File: src/rtl/debounce_pkg.sv
// Shared defaults and sizing helpers for the debounce bank.
package debounce_pkg;

  localparam int DEF_CH          = 4;
  localparam int DEF_STABLE      = 1000;
  localparam int DEF_CNT_W       = 10;
  localparam int DEF_SYNC_STAGES = 2;

  // Smallest counter width w (>=1) such that 2^w >= stable.
  function automatic int min_cnt_w(input int stable);
    int w;
    w = 1;
    while ((32'sd1 <<< w) < stable) begin
      w = w + 1;
    end
    return w;
  endfunction

endpackage

File: src/rtl/debounce_chan.sv
// One input channel: synchroniser, stability counter, debounced level and edge pulses.
module debounce_chan
  import debounce_pkg::*;
#(
  parameter int   STABLE      = DEF_STABLE,
  parameter int   CNT_W       = DEF_CNT_W,
  parameter int   SYNC_STAGES = DEF_SYNC_STAGES,
  parameter logic INIT        = 1'b0
) (
  input  logic clk,
  input  logic rst,
  input  logic in_i,
  input  logic bypass_i,
  output logic out_o,
  output logic rise_o,
  output logic fall_o
);

  localparam logic [CNT_W-1:0] CNT_MAX = CNT_W'(STABLE - 1);

  logic [SYNC_STAGES-1:0] sync_q, sync_d;
  logic [CNT_W-1:0]       cnt_q, cnt_d;
  logic                   out_q, out_d;
  logic                   rise_q, rise_d;
  logic                   fall_q, fall_d;
  logic                   sync_s;

  assign sync_s = sync_q[SYNC_STAGES-1];

  // Next-state: the counter only runs while the synchronised level disagrees with out.
  always_comb begin
    sync_d = {sync_q[SYNC_STAGES-2:0], in_i};
    cnt_d  = cnt_q;
    out_d  = out_q;
    if (bypass_i) begin
      out_d = sync_s;
      cnt_d = '0;
    end else if (sync_s == out_q) begin
      cnt_d = '0;
    end else if (cnt_q == CNT_MAX) begin
      out_d = sync_s;
      cnt_d = '0;
    end else begin
      cnt_d = cnt_q + CNT_W'(1);
    end
    rise_d = out_d & ~out_q;
    fall_d = ~out_d & out_q;
  end

  // Channel state register.
  always_ff @(posedge clk or negedge rst) begin
    if (!rst) begin
      sync_q <= {SYNC_STAGES{INIT}};
      cnt_q  <= '0;
      out_q  <= INIT;
      rise_q <= 1'b0;
      fall_q <= 1'b0;
    end else begin
      sync_q <= sync_d;
      cnt_q  <= cnt_d;
      out_q  <= out_d;
      rise_q <= rise_d;
      fall_q <= fall_d;
    end
  end

  assign out_o  = out_q;
  assign rise_o = rise_q;
  assign fall_o = fall_q;

endmodule

File: src/rtl/debounce_bank.sv
// Bank of independent debounced input channels with a combined change indicator.
module debounce_bank
  import debounce_pkg::*;
#(
  parameter int   CH          = DEF_CH,
  parameter int   STABLE      = DEF_STABLE,
  parameter int   CNT_W       = DEF_CNT_W,
  parameter int   SYNC_STAGES = DEF_SYNC_STAGES,
  parameter logic INIT        = 1'b0
) (
  input  logic          clk,
  input  logic          rst,
  input  logic [CH-1:0] in,
  input  logic          bypass,
  output logic [CH-1:0] out,
  output logic [CH-1:0] rise,
  output logic [CH-1:0] fall,
  output logic          any_change
);

  // Reject parameter sets the channel logic cannot honour.
  if (CNT_W < min_cnt_w(STABLE)) begin : g_cnt_w_chk
    $error("debounce_bank: CNT_W too small for STABLE");
  end
  if (STABLE < 1) begin : g_stable_chk
    $error("debounce_bank: STABLE must be >= 1");
  end
  if (SYNC_STAGES < 2) begin : g_sync_chk
    $error("debounce_bank: SYNC_STAGES must be >= 2");
  end
  if (CH < 1) begin : g_ch_chk
    $error("debounce_bank: CH must be >= 1");
  end

  for (genvar i = 0; i < CH; i++) begin : g_chan
    debounce_chan #(
      .STABLE      (STABLE),
      .CNT_W       (CNT_W),
      .SYNC_STAGES (SYNC_STAGES),
      .INIT        (INIT)
    ) u_chan (
      .clk      (clk),
      .rst      (rst),
      .in_i     (in[i]),
      .bypass_i (bypass),
      .out_o    (out[i]),
      .rise_o   (rise[i]),
      .fall_o   (fall[i])
    );
  end

  assign any_change = |(rise | fall);

endmodule

File: config.mk
export PLATFORM = sky130hd
export DESIGN_NAME = debounce_bank
export DESIGN_NICKNAME = d
export VERILOG_FILES = /design/src/rtl/debounce_pkg.sv /design/src/rtl/debounce_chan.sv /design/src/rtl/debounce_bank.sv
export SDC_FILE = /design/constraint.sdc
export NUM_CORES = 1
export LEC_CHECK = 0
export BUFFER_PORTS_ARGS = -buffer_cell sky130_fd_sc_hd__buf_2
export CORE_MARGIN = 2
export CORE_UTILIZATION = 50
export DETAILED_ROUTE_END_ITERATION = 8
export GPL_TIMING_DRIVEN = 0
export PLACE_DENSITY = 0.71
export SYNTH_ARGS = -nofsm -noshare
export SYNTH_HDL_FRONTEND = slang
export SYNTH_SLANG_ARGS = --single-unit
File: constraint.sdc
create_clock -name clk -period 1.6 [get_ports clk]
set_input_delay 0.32 -clock clk [delete_from_list [all_inputs] [get_ports clk]]
set_output_delay 0.32 -clock clk [all_outputs]
set_load 0.02 [all_outputs]
==> impl_results.md, run 1 <==
* Area Overhead vs Synth at 19.0%
* CTS Hold Bufs at 0
* Int Pwr at 2400 uW
* Synthesized instance count at 233
* Largest net degree at the start of global routing at 61
* DRC at 0
* Dpl hpwl at 3.11 mm
* Final WS setup at -0.0190 ns
* Sequential area share after synthesis at around 56%
* Max Fclk at 618 MHz
* Site Rows at 26
* Most common cell in the netlist: dfrtp_1
* Core Area at 0.00514 mm^2
* Clock sinks at 60
* Worst skew pair latency at about 0.34 ns
* GR Overflow Total at 0
* WP data required at 1.28 ns
* Worst-margin pin slew at 0.732 ns
* Synth Register Bits at 60
* Max Cap Violations at 0
* Top post-synthesis cells by count: dfrtp_1 (60), a21oi_1 (20), nor2_1 (16)
* Share of cells above drive strength 1 at 26.3%
* Final Skew at 0.00943 ns
* Final Cycle Share at 101%
* Clk pwr share at 40.6%
* Routing usage on met2 at 27.0%
* Initial core utilization at 52.1%
* TritonCTS clock tree: built
* H-tree Lvls at 3
* Met1 Use GR at 23.2%
* Register Area at 0.00150 mm^2
* Sequential share of power at 50.7%
* I/O pin total at 20
* Grt met3 use at 4.35%
* Synth unique cells at 28
* Non-filler cells, final at between 300 and 400
* Critical path capture point type: primary output
* Synth top area cells: dfrtp_1 (56%), xor2_1 (3.9%), a21oi_1 (3.7%), buf_4 (3.4%), o311ai_2 (2.4%)
* TritonRoute pass-1 iters at 4
* Avg WL per Cell at ~14 um
* Mapped Nets at 244
* Critical Setup Path Class: flop to primary output
* Leak at 0.00135 uW
* Post-synth EDFFs at 0
* RSZ-0062 raised after global routing: yes
* Drt via density at 5.46
* DRT iter0 DRCs at between 100 and 150
* Global-route wire length before repair at ~8.2 mm
* IR drop worst, VDD at 777 uV
* Port bufs at 19
* Worst rel slew slack at 51.2%
* Largest area contributor in the netlist: dfrtp_1
* Hold Crit Class: input port to async pin
* Switch Pwr at roughly 800 uW
* Combinational share of power at 8.8%
* Root Driver: clkbuf_8
* CTS Buf Count at 9
* Layout fillers at roughly 440
* Pwr dens at 1000 mW/mm^2
* Die X at 77.2 um
* Critical Path Slowest Stage Cell: dfrtp_1
* Final setup vio count at 1
* CP peak stage delay at 0.41 ns
* Die H at 77.2 um
* Max clock buf depth at 2
* Initial antenna violation count at 0
* Final Slew Violations at 0
* Worst Hold Slack at 0.0349 ns
* Final design utilization at between 60 and 70%
* Worst Setup Start Kind: flop
* Switching share of power at 24.7%
* Worst-path maximum fanout at 2
* Synth top area share at 56.1%
* # nets final at 280
* Post-route ant nets at 0
* Placed insts at approximately 320
* Failing checks: negative setup slack
* CP Cell Sequence: nor4_4 -> nand2_1 -> buf_2
* Final-report hold violation count at 0
* Vias at between 1500 and 2000
* Critical Path AT at 1.30 ns
* Dominant synthesized flop cell: dfrtp_1
* Gp weighted congestion at 0.760
* Clock slew at reported path FFs at 0.07 ns
* Die ar. at 0.00596 mm^2
* Gr busiest metal: met2
* Multi-input logic area at 0.00116 mm^2
* Synth Warn # at 0
* Total routed wirelength at 4.89 mm
* Tmin final at ~1.6 ns
* Total Routing Usage GR at 17.8%
* Mapped Avg Cell Area at 11.5 um^2
* Number of global-route vias before repair at 1873
* Status: finished, violations left
* FFs w/ async S/R, synth at 100%
* Post-Syn Area at 0.00268 mm^2
* # diodes at 0
cell type report:
cell class	instances	share of cell area, %
Clock inverter	5	1.65
Buffer	13	2.98
Timing Repair Buffer	25	4.48
Tap cell	70	2.75
Multi-Input combinational cell	155	36.3
Clock buffer	11	4.12
Sequential cell	60	47.1
Inverter	5	0.589
sequential cells by signal, indices dropped and copies added, names as in the netlist:
name	cells
g_chan.u_chan.cnt_q	40
g_chan.u_chan.fall_o	4
g_chan.u_chan.out_o	4
g_chan.u_chan.rise_o	4
g_chan.u_chan.sync_q	8
cells in the final DEF (no fill, tap or decap), types with 8 or more instances in the layout:
master    synthesis  final
a21oi_1          20     20
buf_4            12     19
nor2_1           16     16
xor2_1           12     12
buf_2             0     18
or3_1             8      8
nand2_1           9      9
nor3b_1           8      8
clkbuf_8          0      9
o21ai_0          12     12
o31ai_1           8      8
dfrtp_1          60     60
or4_1             8      8
nand3_1          12     12
per-stage QoR:
step	setup TNS, ns	total power, uW	cell area (um^2)	worst slack (ns)
2_1_floorplan	0	1780	2680	0.163
3_3_place_gp	-0.0576	1870	2860	-0.0169
3_5_place_dp	-0.535	1880	2860	-0.0463
4_1_cts	-0.0928	3200	3090	-0.0928
5_1_grt	-0.144	3320	3190	-0.106
6_report	-0.0190	3190	3190	-0.0190
kinds of logic after synthesis:
group	Yosys count	share of synthesized area [%]
adder cells (fa/ha/maj)	4	1.87
buffers and inverters	18	4.25
flip-flops	60	56.1
multiplexers	4	1.82
AND/OR/NAND/NOR	83	18.7
XOR/XNOR	16	5.23
AO/OA/AOI/OAI	48	12.0
critical path: cells and delay by family, from the launching register on:
family	cells	cell delay (ns)
buf+inv	1	0.17
flops	1	0.41
simple gates	2	0.39
power groups by stage:
stage	combinational, uW	clock [uW]	sequential (uW)
after floorplan	158	0	1630
after global placement	242	0	1630
after CTS	264	1320	1610
after detailed placement	246	0	1630
final	280	1290	1620
after global routing	310	1390	1620
metal layers:
metal	up-vias	share of wire, %
met5	-	0
met4	0	2.4
met3	10	3.1
met2	27	45
met1	919	49
li1	921	-
path summary, 6_finish.rpt:
check	endpoint	cells past startpoint	start	slack, ns
setup / recovery	any_change	3	g_chan[2].u_chan.fall_o$_DFF_PN0_	-0.02
hold / removal	g_chan[3].u_chan.sync_q[1]$_DFF_PN0_	1	rst	0.03
setup reg to reg	g_chan[1].u_chan.out_o$_DFF_PN0_	4	g_chan[1].u_chan.cnt_q[1]$_DFF_PN0_	0.05
hold reg to reg	g_chan[3].u_chan.sync_q[1]$_DFF_PN0_	0	g_chan[3].u_chan.sync_q[0]$_DFF_PN0_	0.35
max in group asynchronous	g_chan[0].u_chan.cnt_q[0]$_DFF_PN0_	1	rst	1.08
min in group clk	g_chan[3].u_chan.sync_q[0]$_DFF_PN0_	1	in[3]	0.08
timing repair:
action	4_1_cts	5_1_grt
endpoints found under the setup margin	35	12
gates resized for setup	6	7
pin swaps	0	7
buffers inserted	0	6
(Power assumes the default switching activity.)
==> run 2, diff against run 1 <==
--- a/config.mk
+++ b/config.mk
@@ -6,11 +6,13 @@
 export NUM_CORES = 1
 export LEC_CHECK = 0
 export BUFFER_PORTS_ARGS = -buffer_cell sky130_fd_sc_hd__buf_2
+export CELL_PAD_IN_SITES_DETAIL_PLACEMENT = 1
+export CELL_PAD_IN_SITES_GLOBAL_PLACEMENT = 2
 export CORE_MARGIN = 2
-export CORE_UTILIZATION = 50
+export CORE_UTILIZATION = 36
 export DETAILED_ROUTE_END_ITERATION = 8
 export GPL_TIMING_DRIVEN = 0
-export PLACE_DENSITY = 0.71
+export PLACE_DENSITY_LB_ADDON = 0.1
 export SYNTH_ARGS = -nofsm -noshare
 export SYNTH_HDL_FRONTEND = slang
 export SYNTH_SLANG_ARGS = --single-unit
==> run 2 against run 1 <==
Effect of this change: the flow still finishes with violations (negative setup slack); utilization is 17 points lower; critical path depth stayed put; sequential power hardly changed; sequential cell count stayed put; clock skew is 0.0040 ns lower; power is 0.55% lower; combinational power is 5% higher.
==> impl_results.md, run 2 (same netlist as run 1, synthesis figures left out) <==
* Core Area at 0.00721 mm^2 (+40%)
* Number of global-route vias before repair at 1863 (-0.53%)
* Max Cap Violations at 0 (unchanged)
* Total Routing Usage GR at 14.4% (-3.4 points)
* CP peak stage delay at 0.41 ns (about the same)
* Total routed wirelength at 5.34 mm (+9.2%)
* Largest net degree at the start of global routing at 61 (unchanged)
* Worst-path maximum fanout at 2 (unchanged)
* GR Overflow Total at 0 (unchanged)
* Worst rel slew slack at 49.0% (-2.2 points)
* Reg2reg path depth at 4 (unchanged)
* Register with the most flip-flops: g_chan.u_chan.cnt_q
* Critical path depth at 3 (unchanged)
* Global-route wire length before repair at 9.28 mm (+13%)
* CP top delay family: simple AND/OR/NAND/NOR gates
* Tmin final at 1.65 ns (+0.0264 ns)
* Final Skew at 0.00544 ns (-0.00398 ns)
* H-tree Lvls at 3 (unchanged)
* Worst Path Buf+Inv at 1 (unchanged)
* Clock slew at reported path FFs at 0.07 ns (about the same)
* Worst Setup Start Kind: flop
* Post-route ant nets at 0 (unchanged)
* Final setup vio count at 1 (unchanged)
* Register Area at 0.00150 mm^2 (unchanged)
* Initial antenna violation count at 0 (unchanged)
* Initial core utilization at 37.1% (-15 points)
* Avg WL per Cell at 14.3 um (+0.19%)
* IR drop worst, VDD at 473 uV (-39%)
* TritonRoute pass-1 iters at 4 (unchanged)
* CP Cell Sequence: nor4_4 -> nand2_1 -> buf_6
* Multi-input logic area at 0.00116 mm^2 (unchanged)
* RSZ-0062 raised after global routing: yes
* Worst-margin pin slew at 0.765 ns (+0.0328 ns)
* Leak at 0.00137 uW (+1.3%)
* Status: finished, violations left
* Final Cycle Share at 103% (+1.6 points)
* Worst skew pair latency at 0.34 ns (about the same)
* CTS Buf Count at 9 (unchanged)
* Die ar. at 0.00814 mm^2 (+37%)
* Site Rows at 31 (+19%)
* Drt via density at 5.13 (-6.0%)
* Die H at 90.2 um (+17%)
* Final Slew Violations at 0 (unchanged)
* I/O pin total at 20 (unchanged)
* # diodes at 0 (unchanged)
* Max Fclk at 608 MHz (-1.6%)
* TritonCTS clock tree: built
* DRT iter0 DRCs at 29 (-79%)
* Pwr dens at 975 mW/mm^2 (-2.6%)
* Root Driver: clkbuf_8
* Pre-CTS WS at -0.0866 ns (-0.0404 ns)
* Max reg flops at 40 (unchanged)
* Critical Path AT at 1.33 ns (+0.03 ns)
* Placed cell areas at 0.00290 mm^2 (+1.4%)
* Hold Crit Class: input port to async pin
* Dpl hpwl at 3.50 mm (+13%)
* Regs by FF count: g_chan.u_chan.cnt_q: 40 flops, g_chan.u_chan.sync_q: 8 flops
* Port bufs at 19 (unchanged)
* Area Overhead vs Synth at 21.5%
* Layout fillers at 809 (+83%)
* Failing checks: negative setup slack
* Final-report hold violation count at 0 (unchanged)
* Share of cells above drive strength 1 at 26.4% (+0.17 points)
* Critical Setup Path Class: flop to primary output
* Gp weighted congestion at 0.668 (-12%)
* Final instance area at 0.00325 mm^2 (+2.1%)
* Final WS setup at -0.0454 ns (-0.0264 ns)
* DRC at 0 (unchanged)
* Die X at 90.2 um (+17%)
* Most common cell after layout, fill and taps aside: dfrtp_1
* Critical Path Slowest Stage Cell: dfrtp_1
* WP data required at 1.28 ns (about the same)
* Most frequent cells in the layout: dfrtp_1 (60), a21oi_1 (20), buf_4 (20)
* Max clock buf depth at 2 (unchanged)
* Critical path capture point type: primary output
* Clock sinks at 60 (unchanged)
* # nets final at 282 (+0.71%)
* Vias at 1923 (+2.5%)
run 2: cell types whose count changed in the layout (fill, tap and decap cells not counted):
cell,delta
bufinv_16,-1
clkbuf_1,+1
clkinvlp_4,-1
buf_12,+1
clkinv_2,-2
buf_6,+1
buf_4,+1
buf_2,-1
clkbuf_8,+3
run 2: final timing paths:
kind / startpoint / end / slack [ns]
setup / recovery: g_chan[2].u_chan.fall_o$_DFF_PN0_ / any_change / -0.05
hold / removal: rst / g_chan[3].u_chan.cnt_q[6]$_DFF_PN0_ / 0.05
setup reg to reg: g_chan[2].u_chan.cnt_q[0]$_DFF_PN0_ / g_chan[2].u_chan.out_o$_DFF_PN0_ / 0.06
hold reg to reg: g_chan[2].u_chan.sync_q[0]$_DFF_PN0_ / g_chan[2].u_chan.sync_q[1]$_DFF_PN0_ / 0.35
max in group asynchronous: rst / g_chan[1].u_chan.sync_q[1]$_DFF_PN0_ / 1.04
min in group clk: in[2] / g_chan[2].u_chan.sync_q[0]$_DFF_PN0_ / 0.09
run 2: repair_timing:
action / 4_1_cts / 5_1_grt
gates resized for setup: 7 / 8
hold buffers: 0 / 0
setup buffers: 0 / 8
pin swaps: 0 / 11
endpoints found under the setup margin: 37 / 26
run 2: metal layers:
layer	share of wire (%)	vias to the layer above	track usage (%)
met4	2.0	0	6.54
li1	-	931	-
met5	0	-	0
met2	43	26	20.2
met3	4.4	11	4.86
met1	50	955	20.1
run 2: layout make-up:
| cell class | instances | share of cell area (%) |
|---|---|---|
| flip-flops and latches | 60 | 46.1 |
| multi-input cells | 155 | 35.6 |
| clock buffers | 15 | 5.42 |
| repair buffers | 27 | 5.42 |
| well taps | 99 | 3.81 |
| plain buffers | 13 | 2.92 |
| inverters | 5 | 0.577 |
| clock inverters | 1 | 0.154 |
run 2: power by group:
part           leakage (uW)  internal (uW)  switching (uW)  total (uW)
clock network     0.0000937            689             572        1260
logic              0.000469            136             159         294
registers          0.000802           1570            50.7        1620
run 2: through the flow:
step | total power, uW | util, % | hold slack, ns | std cells | setup TNS, ns
floorplan | 1780 | - | 0.0244 | 233 | 0
global placement | 1890 | 40.1 | 0.333 | 351 | -3.24
detailed placement | 1890 | 40.2 | 0.339 | 351 | -1.85
CTS | 3190 | 43.5 | 0.0690 | 367 | -0.0852
global route | 3320 | 45.1 | 0.0742 | 375 | -0.158
finish | 3170 | 45.1 | 0.0463 | 375 | -0.0454
